<file path="src/rtl/ctl_seq_pkg.sv">
// Shared definitions for the control sequencer: state encoding and the
// channel-index width derivation.
package ctl_seq_pkg;

  localparam int STATE_W = 2;

  typedef enum logic [STATE_W-1:0] {
    IDLE = 2'd0,
    GO   = 2'd1,
    DONE = 2'd2
  } state_t;

  // Channel index width; a single channel still needs one bit.
  function automatic int ch_w(input int n);
    return (n > 1) ? $clog2(n) : 1;
  endfunction

endpackage

</file>
<file path="src/rtl/ctl_seq_cnt.sv">
// Run-length down-counter: synchronous load, decrement that stops at zero,
// and a zero flag.
module ctl_seq_cnt #(
  parameter int CNT_W = 8
) (
  input  logic             clk,
  input  logic             rst_n,
  input  logic             load,
  input  logic [CNT_W-1:0] load_val,
  input  logic             dec,
  output logic             zero
);

  logic [CNT_W-1:0] cnt;

  always_ff @(posedge clk or negedge rst_n) begin
    if (!rst_n) begin
      cnt <= '0;
    end else if (load) begin
      cnt <= load_val;
    end else if (dec && (cnt != '0)) begin
      cnt <= cnt - CNT_W'(1);
    end
  end

  assign zero = (cnt == '0);

endmodule

</file>
<file path="src/rtl/ctl_seq.sv">
// Parametrised control sequencer: strobes each channel in turn for len cycles,
// then reports completion as a pulse or an ack-released hold.
module ctl_seq
  import ctl_seq_pkg::*;
#(
  parameter  int N_CH      = 1,
  parameter  int CNT_W     = 8,
  parameter  int DONE_HOLD = 0,
  localparam int CH_W      = ch_w(N_CH)
) (
  input  logic             clk,
  input  logic             rst_n,
  input  logic             start,
  input  logic [CNT_W-1:0] len,
  input  logic             abort,
  input  logic             ack,
  output logic [N_CH-1:0]  ctl,
  output logic [CH_W-1:0]  ch,
  output logic             busy,
  output logic             done,
  output logic             err
);

  localparam logic [CH_W-1:0] CH_LAST = CH_W'(N_CH - 1);

  state_t           state, state_nx;
  logic [CNT_W-1:0] len_q;
  logic             cnt_load, cnt_dec, cnt_zero;
  logic [CNT_W-1:0] cnt_val;
  logic             ch_clr, ch_inc, err_clr, err_set, len_cap;

  ctl_seq_cnt #(.CNT_W(CNT_W)) u_cnt (
    .clk      (clk),
    .rst_n    (rst_n),
    .load     (cnt_load),
    .load_val (cnt_val),
    .dec      (cnt_dec),
    .zero     (cnt_zero)
  );

  always_ff @(posedge clk or negedge rst_n) begin
    if (!rst_n) begin
      state <= IDLE;
      len_q <= '0;
      ch    <= '0;
      err   <= 1'b0;
    end else begin
      state <= state_nx;
      if (len_cap) len_q <= len;
      if (ch_clr) ch <= '0;
      else if (ch_inc) ch <= ch + CH_W'(1);
      if (err_clr) err <= 1'b0;
      else if (err_set) err <= 1'b1;
    end
  end

  always_comb begin
    state_nx = state;
    cnt_load = 1'b0;
    cnt_val  = '0;
    cnt_dec  = 1'b0;
    ch_clr   = 1'b0;
    ch_inc   = 1'b0;
    err_clr  = 1'b0;
    err_set  = 1'b0;
    len_cap  = 1'b0;
    case (state)
      IDLE: begin
        if (start) begin
          len_cap = 1'b1;
          ch_clr  = 1'b1;
          err_clr = 1'b1;
          if (len != '0) begin
            cnt_load = 1'b1;
            cnt_val  = len - CNT_W'(1);
            state_nx = GO;
          end else begin
            state_nx = DONE;
          end
        end
      end
      GO: begin
        // abort outranks the count/channel advance in the same cycle
        if (abort) begin
          err_set  = 1'b1;
          state_nx = DONE;
        end else if (!cnt_zero) begin
          cnt_dec = 1'b1;
        end else if (ch < CH_LAST) begin
          ch_inc   = 1'b1;
          cnt_load = 1'b1;
          cnt_val  = len_q - CNT_W'(1);
        end else begin
          state_nx = DONE;
        end
      end
      DONE: begin
        if ((DONE_HOLD == 0) || ack) state_nx = IDLE;
      end
      default: state_nx = IDLE;
    endcase
  end

  always_comb begin
    ctl = '0;
    for (int unsigned i = 0; i < N_CH; i++) begin
      ctl[i] = (state == GO) && (ch == CH_W'(i));
    end
  end

  assign busy = (state == GO) || (state == DONE);
  assign done = (state == DONE);

endmodule

</file>
<file path="config.mk">
export PLATFORM = sky130hd
export DESIGN_NAME = ctl_seq
export DESIGN_NICKNAME = d
export VERILOG_FILES = /design/src/rtl/ctl_seq_pkg.sv /design/src/rtl/ctl_seq_cnt.sv /design/src/rtl/ctl_seq.sv
export SDC_FILE = /design/constraint.sdc
export NUM_CORES = 1
export LEC_CHECK = 0
export BUFFER_PORTS_ARGS = -buffer_cell sky130_fd_sc_hd__buf_2
export CAP_MARGIN = 10
export CELL_PAD_IN_SITES_DETAIL_PLACEMENT = 1
export CELL_PAD_IN_SITES_GLOBAL_PLACEMENT = 1
export CORE_MARGIN = 2
export CORE_UTILIZATION = 43
export DETAILED_ROUTE_END_ITERATION = 16
export HOLD_SLACK_MARGIN = 0.08
export PLACE_DENSITY = 0.84
export SLEW_MARGIN = 5
export SYNTH_ARGS = -nofsm -noshare
export SYNTH_HDL_FRONTEND = slang
export SYNTH_SLANG_ARGS = --single-unit
</file>
<file path="constraint.sdc">
create_clock -name clk -period 5.3 [get_ports clk]
set_clock_uncertainty 0.05 [all_clocks]
set_input_delay 0.265 -clock clk [delete_from_list [all_inputs] [get_ports clk]]
set_output_delay 0.265 -clock clk [all_outputs]
set_load 0.03 [all_outputs]
</file>
==> flow_metrics.tcl, run 1 <==
set metrics [dict create \
    status "finished, final reports clean" \
    grt_pass1_wl_um 3910 \
    gp_congestion 0.752 \
    core_area_um2 1960 \
    worstPathArrival_ns 2.48 \
    synth_cell_type_count 40 \
    holdBufCountCts 1 \
    syn-num-nets 115 \
    fin_nets 133 \
    max_freq_mhz 417 \
    synthAdderAreaFrac_pct 9.79 \
    relSlewSlack_pct 37.0 \
    syn_area_per_cell_um2 9.42 \
    synth-compound-area-share_pct 22.0 \
    post_cts.repair.setup_buffers 0 \
    grt_antenna_before_repair 0 \
    clock_latency_ns 0.28 \
    num_vias 793 \
    ys_seq_area_share_pct 30.8 \
    async_flop_share_pct 100 \
    rsz0062_at_grt "false" \
    cts_made_buffers 3 \
    dr.first_iter.drc_count 3 \
    grt_usage_pct 21.0 \
    yosysTopAreaCell "dfrtp_1" \
    port_buffers 15 \
    cts.path.max_buffers 2 \
    pwr_density_cell_nw_per_um2 481 \
    synth-main-ff-cell "dfrtp_1" \
    worst_pin_slew_ns 0.932 \
    ys_warn_count 0 \
    diodes 0 \
    routed_wl_um 2250 \
    h-tree-depth 1 \
    path_max_fanout 5 \
    synth_area_um2 895 \
    cp-end-kind "register" \
    startpoint "state[1]$_DFFE_PN0P_" \
    synth_top_area_share_pct 30.8 \
    postLayoutCoreUtil_pct 51.8 \
    rows 16 \
    die_x_um 49.6 \
    hold_viol_final 0 \
    rr_startpoint "state[1]$_DFFE_PN0P_" \
    syn2layout_area_growth_pct 13.7 \
    cts_tree "built" \
    die_y_um 49.6 \
    leakage_uw 0.000449 \
    route.detailed.drc 0 \
    reg2reg_to "u_cnt.cnt[5]$_DFFE_PN0P_" \
    crit_type "reg -> reg" \
    synth.area.top_cells "dfrtp_1 (31%), ha_1 (9.8%), mux2i_1 (5.6%)" \
    max-vdd-ir-drop_mv 0.214 \
    via_per_inst 5.71 \
    critPathCapture "u_cnt.cnt[5]$_DFFE_PN0P_" \
    final_antenna_net_count 0 \
    initial_core_util_pct 45.6 \
    ios 18 \
    regToRegSetupSlack_ns 2.90 \
    grt_pass1_vias 861 \
    dp_hpwl_um 1820 \
    maxSlewViolCount 0 \
    synth_mux_area_share_pct 6.85 \
    cp-start-kind "register" \
    overflow 0 \
    first_pass_iters 4 \
    maxCapViolCount 0 \
    dieArea_um2 2460 \
    period_needed_ns 2.40 \
    wire_per_inst_um 16.2 \
    fin_crit_sh_pct 45.3 \
    ff2ff_path_depth 6 \
    cp.required_ns 5.38 \
    cts_resized 0 \
    layout-drive-gt1-share_pct 24.1 \
    synth-simple-area-share_pct 18.9 \
    worstHoldPathType "in -> reg" \
    clkSinkCount 11 \
    syn_inst 95 \
    synth_edf_count 0 \
    synth_top_family_by_area "compound AO/OA/AOI/OAI gates" \
    grt_max_degree 12 \
    ys_seq_elements 11 \
    tns_ns 0 \
    clkTransAtPathRegs_ns 0.08 \
    cts_root_buf "clkbuf_4" \
    synth_xor_area_share_pct 4.90 \
    finalSetupViolations 0 \
]
[stage by stage]
step	total power, uW	cells	setup slack, ns	hold WS, ns	area (um^2)
after floorplan	364	95	3.19	-0.0806	895
after global placement	405	134	3.09	0.0943	980
after detailed placement	429	134	3.02	0.0999	980
after CTS	492	139	2.95	0.171	1020
after global routing	526	139	2.79	0.189	1020
final	489	139	2.90	0.168	1020
[synth_stat cells (3+ instances only)]
library cell,instances
mux2i_1,5
o21ai_0,3
dfrtp_1,11
inv_1,9
xnor2_1,4
or4_1,3
nand3_1,3
nand2_1,3
ha_1,7
nor2_1,6
a21oi_1,7
[placed cells by master (no fill, tap or decap), drive strengths merged, types with 2 or more instances in the layout]
cell,instances
buf,15
dfrtp,11
inv,9
a21oi,7
ha,7
nor2,6
mux2i,5
xnor2,4
o21ai,4
nand2,3
nand3,3
or4,3
clkbuf,3
nand2b,2
nor4b,2
nor3,2
o31ai,2
a22oi,2
[routing by layer]
| metal | part of all wire [%] | vias up | global-route usage (%) |
|---|---|---|---|
| met4 | 2.2 | 0 | 9.72 |
| met2 | 55 | 15 | 41.1 |
| met1 | 41 | 397 | 22.2 |
| li1 | - | 376 | - |
| met5 | 0 | - | 0 |
| met3 | 2.5 | 5 | 1.82 |
[worst min-delay path by stage]
stage / from / endpoint / slack (ns) / cells after the start
2_1_floorplan: rst_n / err$_DFFE_PN0P_ / -0.08 / 0
3_3_place_gp: rst_n / state[0]$_DFFE_PN0P_ / 0.09 / 1
3_5_place_dp: rst_n / state[0]$_DFFE_PN0P_ / 0.1 / 1
4_1_cts: len[0] / u_cnt.cnt[0]$_DFFE_PN0P_ / 0.17 / 2
5_1_grt: len[0] / u_cnt.cnt[0]$_DFFE_PN0P_ / 0.19 / 2
6_report: len[0] / u_cnt.cnt[0]$_DFFE_PN0P_ / 0.17 / 2
[final cells by class]
class	instances	area [um^2]
fillers	261	945
multi-input cells	72	562
flip-flops and latches	11	275
repair buffers	16	85.1
inverters	9	33.8
well taps	27	33.8
clock buffers	3	22.5
clock inverters	1	5.00
[worst max-delay path, cell delays in order, from the launching register on]
cell	delay, ns
dfrtp_1	0.39
inv_1	0.10
ha_1	0.26
nor4b_1	0.78
a21boi_0	0.25
a311oi_2	0.34
a21oi_1	0.06
[sequential cells by signal (all words and copies together), names as in the netlist]
name       flops
err            1
u_cnt.cnt      8
state          2
[power by group]
group / switching [uW] / internal (uW)
Sequential: 49.3 / 126
Combinational: 153 / 102
Clock: 31.3 / 28.0
Total: 234 / 255
[cells by family after synthesis]
logic type,Yosys count
buffers and inverters,12
muxes,6
adders and majority gates,7
other,1
and+or+nand+nor,28
AOI/OAI and AO/OA,25
xor gates and xnor gates,5
DFF,11
Note: power is estimated with default switching activity, not from simulation.
==> run 2, diff against run 1 <==
--- a/config.mk
+++ b/config.mk
@@ -10,10 +10,10 @@
 export CELL_PAD_IN_SITES_DETAIL_PLACEMENT = 1
 export CELL_PAD_IN_SITES_GLOBAL_PLACEMENT = 1
 export CORE_MARGIN = 2
-export CORE_UTILIZATION = 43
+export CORE_UTILIZATION = 36
 export DETAILED_ROUTE_END_ITERATION = 16
 export HOLD_SLACK_MARGIN = 0.08
-export PLACE_DENSITY = 0.84
+export PLACE_DENSITY = 0.75
 export SLEW_MARGIN = 5
 export SYNTH_ARGS = -nofsm -noshare
 export SYNTH_HDL_FRONTEND = slang
==> constraint.sdc (replaced) <==
create_clock -name clk -period 2 [get_ports clk]
set_clock_uncertainty 0.05 [all_clocks]
set_input_delay 0.1 -clock clk [delete_from_list [all_inputs] [get_ports clk]]
set_output_delay 0.1 -clock clk [all_outputs]
set_load 0.03 [all_outputs]
==> run 2 against run 1 <==
The flow now finishes with violations (setup timing). Clock power rose to 2.6 times the previous value. Register-to-register slack got worse by 3.0 ns. Global-route usage up 0.64 points. Die area up 18%. Highest routed layer unchanged. First-iteration DRC count grew to 2.7 times the previous value. Final area up 22%. Cell count is 19% higher. Critical path depth increased by 1. Combinational power grew to 4.1 times the previous value.
==> flow_metrics.tcl, run 2 (synthesis results as in run 1) <==
set metrics [dict create \
    rows 18 \
    grt_antenna_before_repair 0 \
    dieArea_um2 2900 \
    routed_wl_um 2690 \
    power_frac_comb_pct 63.4 \
    gp_congestion 0.889 \
    overflow 0 \
    grt_usage_pct 21.7 \
    syn2layout_area_growth_pct 38.2 \
    status "finished with violations" \
    grt_pass1_wl_um 4230 \
    startpoint "u_cnt.cnt[0]$_DFFE_PN0P_" \
    h-tree-depth 1 \
    layout_common_cells "buf_4 (22), buf_2 (15), dfrtp_1 (11)" \
    fin_crit_sh_pct 104 \
    rr_startpoint "u_cnt.cnt[0]$_DFFE_PN0P_" \
    rsz0062_at_grt "true" \
    reg2reg_to "u_cnt.cnt[1]$_DFFE_PN0P_" \
    clkSinkCount 11 \
    period_needed_ns 2.08 \
    final.setup.worst_slack_ns -0.0773 \
    reg.largest.list "u_cnt.cnt x8, state x2, err x1" \
    violations "setup timing" \
    core_area_um2 2410 \
    top_register "u_cnt.cnt" \
    fillCellCount 284 \
    final_area_um2 1240 \
    fin_cells 166 \
    leakage_uw 0.000564 \
    die_x_um 53.9 \
    crit_type "reg -> reg" \
    fin_nets 157 \
    regToRegSetupSlack_ns -0.08 \
    hold_viol_final 0 \
    path_max_fanout 4 \
    cts_tree "built" \
    max_freq_mhz 481 \
    dr.first_iter.drc_count 8 \
    ios 18 \
    clkTransAtPathRegs_ns 0.07 \
    dp_cells 151 \
    dpl_cell_area_um2 1110 \
    initial_core_util_pct 37.1 \
    critPathCapture "u_cnt.cnt[1]$_DFFE_PN0P_" \
    die_y_um 53.9 \
    maxCapViolCount 0 \
    cp-end-kind "register" \
    clock_latency_ns 0.27 \
    cp.required_ns 2.15 \
    finalSetupViolations 2 \
    internal-power_uw 940 \
    cp-start-kind "register" \
    worstPathArrival_ns 2.22 \
    first_pass_iters 4 \
    max-vdd-ir-drop_mv 0.541 \
    swShare_pct 43.5 \
    ff2ff_path_depth 7 \
    cts_made_buffers 3 \
    cts.path.max_buffers 2 \
    num_vias 872 \
    grt_pass1_vias 894 \
    final_common_cell "buf_4" \
    diodes 0 \
    via_per_inst 5.25 \
    layout-drive-gt1-share_pct 41.2 \
    power_switching_uw 723 \
    p_clk_share_pct 9.2 \
    dp_hpwl_um 2060 \
    largest_reg_flops 8 \
    total_power_uw 1660 \
    pwr_density_cell_nw_per_um2 1340 \
    route.detailed.drc 0 \
    wire_per_inst_um 16.2 \
    p_seq_share_pct 27.4 \
    grt_max_degree 12 \
    final_antenna_net_count 0 \
    maxSlewViolCount 0 \
    port_buffers 15 \
    postLayoutCoreUtil_pct 51.3 \
    worstHoldPathType "in -> reg" \
    cts_root_buf "clkbuf_4" \
]
[run 2: area by class of cell]
type / instances / area (um^2) / share of cell area [%]
Tap cell: 30 / 37.5 / 3.04
Sequential cell: 11 / 275 / 22.3
Inverter: 9 / 33.8 / 2.73
Timing Repair Buffer: 40 / 270 / 21.9
Multi-Input combinational cell: 72 / 593 / 48.0
Clock buffer: 4 / 26.3 / 2.13
[run 2: how the worst min path moves through the flow]
stage               slack (ns)  depth (start not counted)   start                       end
finish                    0.12                          3  len[3]  u_cnt.cnt[3]$_DFFE_PN0P_
floorplan                -0.25                          0   rst_n           err$_DFFE_PN0P_
global placement         -0.07                          1   rst_n  u_cnt.cnt[5]$_DFFE_PN0P_
detailed placement       -0.07                          1   rst_n           err$_DFFE_PN0P_
CTS                       0.11                          3  len[3]  u_cnt.cnt[3]$_DFFE_PN0P_
global route              0.14                          3  len[3]  u_cnt.cnt[3]$_DFFE_PN0P_
[run 2: per-stage QoR]
step,hold slack (ns),setup slack [ns],TNS [ns]
3_3_place_gp,-0.0654,-0.0497,-0.0497
2_1_floorplan,-0.246,-0.0254,-0.0254
3_5_place_dp,-0.0652,-0.134,-0.191
4_1_cts,0.108,-0.0545,-0.0545
5_1_grt,0.144,-0.120,-0.186
6_report,0.117,-0.0773,-0.0786
[run 2: power by group through the flow]
stage          Combinational (uW)  Sequential (uW)  Clock (uW)
4_1_cts                       976              449         163
2_1_floorplan                 546              459           0
5_1_grt                      1140              464         173
3_5_place_dp                  905              454           0
6_report                     1050              455         154
3_3_place_gp                  855              436           0
[run 2: metal layers]
metal	vias up	global-route usage [%]	share of wire [%]
met2	20	37.8	50
met1	418	25.0	43
met4	0	15.0	3.3
li1	425	-	-
met3	9	1.39	2.8
met5	-	0	0
[run 2: what timing repair did]
item                       CTS  global route
hold endpoints to repair    13             0
resized for setup            0             4
hold buffers                 3             0
pin swaps                    2             0
setup buffers                4             4
setup endpoints to repair    3             4
[run 2: critical path: stages (launching register included)]
cell	delay, ns
dfrtp_1	0.39
inv_2	0.08
ha_4	0.13
or4b_4	0.49
o41ai_4	0.25
buf_4	0.19
mux2_4	0.29
mux2i_1	0.13
==> run 3, diff against run 2 <==
--- a/config.mk
+++ b/config.mk
@@ -13,7 +13,7 @@
 export CORE_UTILIZATION = 36
 export DETAILED_ROUTE_END_ITERATION = 16
 export HOLD_SLACK_MARGIN = 0.08
-export PLACE_DENSITY = 0.75
+export PLACE_DENSITY_LB_ADDON = 0.1
 export SLEW_MARGIN = 5
 export SYNTH_ARGS = -nofsm -noshare
 export SYNTH_HDL_FRONTEND = slang
==> run 3 against run 2 <==
The run still ends with setup timing left. Final area is 0.61% lower. Sequential power is 2% lower. Wire length is 10% lower. Non-clock buffer count is 3 lower. Count of clock-buffer cells in the layout is 1 lower. Register-to-register slack better by 0.04 ns. Critical path type unchanged.
==> flow_metrics.tcl, run 3 (synthesis results as in run 1) <==
set metrics [dict create \
    hold-path-endpoint "u_cnt.cnt[5]$_DFFE_PN0P_" \
    tns_ns -0.0372 \
    num_vias 829 \
    p_seq_share_pct 28.3 \
    ff2ff_path_depth 7 \
    die_y_um 53.9 \
    rr_startpoint "u_cnt.cnt[0]$_DFFE_PN0P_" \
    swShare_pct 43.4 \
    h-tree-depth 1 \
    clock_latency_ns 0.28 \
    maxSlewViolCount 0 \
    cp_slowest_cell "or4b_4" \
    largest_reg_flops 8 \
    grt_usage_pct 18.9 \
    crit_type "reg -> reg" \
    top_register "u_cnt.cnt" \
    cp_num_buf_inv 2 \
    cp-start-kind "register" \
    hold_depth 3 \
    overflow 0 \
    fin_nets 154 \
    max-vdd-ir-drop_mv 0.884 \
    crit_chain "inv_2, ha_4, or4b_4, o41ai_4, buf_4, mux2_4, mux2i_1" \
    p_clk_share_pct 10.3 \
    power_switching_uw 685 \
    initial_core_util_pct 37.1 \
    final.setup.worst_slack_ns -0.0372 \
    worstPathArrival_ns 2.19 \
    crit_family "simple AND/OR/NAND/NOR gates" \
    diodes 0 \
    internal-power_uw 895 \
    finalSetupViolations 1 \
    rows 18 \
    rsz0062_at_grt "true" \
    cts_root_buf "clkbuf_4" \
    first_pass_iters 2 \
    syn2layout_area_growth_pct 37.3 \
    max_freq_mhz 491 \
    reg2reg_to "u_cnt.cnt[1]$_DFFE_PN0P_" \
    dr.first_iter.drc_count 1 \
    cts_tree "built" \
    grt_antenna_before_repair 0 \
    worstHoldPathType "in -> reg" \
    violations "setup timing" \
    gp_congestion 0.737 \
    grt_pass1_wl_um 3770 \
    path_depth 7 \
    period_needed_ns 2.04 \
    regToRegSetupSlack_ns -0.04 \
    fin_crit_sh_pct 102 \
    layout-drive-gt1-share_pct 41.4 \
    pwr_density_cell_nw_per_um2 1290 \
    leakage_uw 0.000555 \
    max_stage_delay_ns 0.48 \
    hold_start "len[5]" \
    via_per_inst 5.09 \
    status "finished with violations" \
    ios 18 \
    dieArea_um2 2900 \
    path_max_fanout 3 \
    maxCapViolCount 0 \
    cts_made_buffers 3 \
    final_common_cell "buf_4" \
    clkSinkCount 11 \
    port_buffers 15 \
    final_area_um2 1230 \
    core_area_um2 2410 \
    cts.path.max_buffers 2 \
    cp-end-kind "register" \
    final_antenna_net_count 0 \
    reg.largest.list "u_cnt.cnt x8, state x2, err x1" \
    clkTransAtPathRegs_ns 0.09 \
    grt_max_degree 12 \
    cp.required_ns 2.15 \
    power_frac_comb_pct 61.5 \
    layout_common_cells "buf_4 (19), buf_2 (15), dfrtp_1 (11)" \
    grt_pass1_vias 773 \
    die_x_um 53.9 \
    routed_wl_um 2410 \
    hold_viol_final 0 \
    dpl_cell_area_um2 1110 \
    route.detailed.drc 0 \
    dp_hpwl_um 1860 \
    wire_per_inst_um 14.8 \
]
## run 3: cell types whose count changed in the layout (fill, tap and decap cells not counted), sizes merged
cell    delta
buf        -3
clkbuf     -1
clkinv     +1
## run 3: area by class of cell
type	count	area [um^2]
Sequential cell	11	275
Tap cell	30	37.5
Timing Repair Buffer	37	248
Multi-Input combinational cell	72	607
Clock inverter	1	5.00
Fill cell	290	1180
Inverter	9	33.8
Clock buffer	3	22.5
## run 3: power by group through the flow
| stage | Sequential (uW) | Clock (uW) | Combinational, uW |
|---|---|---|---|
| after global placement | 440 | 0 | 853 |
| after CTS | 445 | 165 | 930 |
| final | 447 | 162 | 971 |
| after floorplan | 459 | 0 | 546 |
| after global routing | 461 | 176 | 1060 |
| after detailed placement | 446 | 0 | 880 |
## run 3: metal layers
metal / share of wire, % / global-route usage [%]
met3: 2.7 / 5.83
met2: 53 / 33.1
met5: 0 / 0
met1: 44 / 23.0
met4: 0.54 / 2.56
## run 3: how the worst max path moves through the flow
stage	slack [ns]	endpoint	from
final	-0.04	u_cnt.cnt[1]$_DFFE_PN0P_	u_cnt.cnt[0]$_DFFE_PN0P_
after global routing	-0.13	u_cnt.cnt[1]$_DFFE_PN0P_	u_cnt.cnt[0]$_DFFE_PN0P_
after CTS	-0.02	u_cnt.cnt[1]$_DFFE_PN0P_	u_cnt.cnt[0]$_DFFE_PN0P_
after detailed placement	-0.09	u_cnt.cnt[1]$_DFFE_PN0P_	u_cnt.cnt[1]$_DFFE_PN0P_
after global placement	-0.03	u_cnt.cnt[1]$_DFFE_PN0P_	u_cnt.cnt[1]$_DFFE_PN0P_
after floorplan	-0.03	u_cnt.cnt[1]$_DFFE_PN0P_	u_cnt.cnt[1]$_DFFE_PN0P_
## run 3: timing repair
| item | in CTS | in global routing |
|---|---|---|
| gates cloned | 0 | 0 |
| pin swaps | 2 | 0 |
| setup endpoints to repair | 2 | 4 |
| buffers inserted | 3 | 2 |
| resized for setup | 2 | 4 |
| hold buffers | 3 | 0 |
| endpoints found under the hold margin | 13 | 0 |
## run 3: worst register-to-register path, cell delays in order, from the launching register on
cell     delay [ns]
dfrtp_1        0.39
inv_2          0.08
ha_4           0.13
or4b_4         0.48
o41ai_4        0.20
buf_4          0.18
mux2_4         0.30
mux2i_1        0.15
## run 3: stage by stage
stage	hold WS [ns]	setup slack [ns]	total power (uW)	utilization, %	instances
2_1_floorplan	-0.246	-0.0254	1010	-	95
3_3_place_gp	-0.0612	-0.0270	1290	46.1	151
3_5_place_dp	-0.0565	-0.0903	1330	46.1	151
4_1_cts	0.0986	-0.0164	1540	49.5	161
5_1_grt	0.102	-0.126	1700	51.0	163
6_report	0.0964	-0.0372	1580	51.0	163
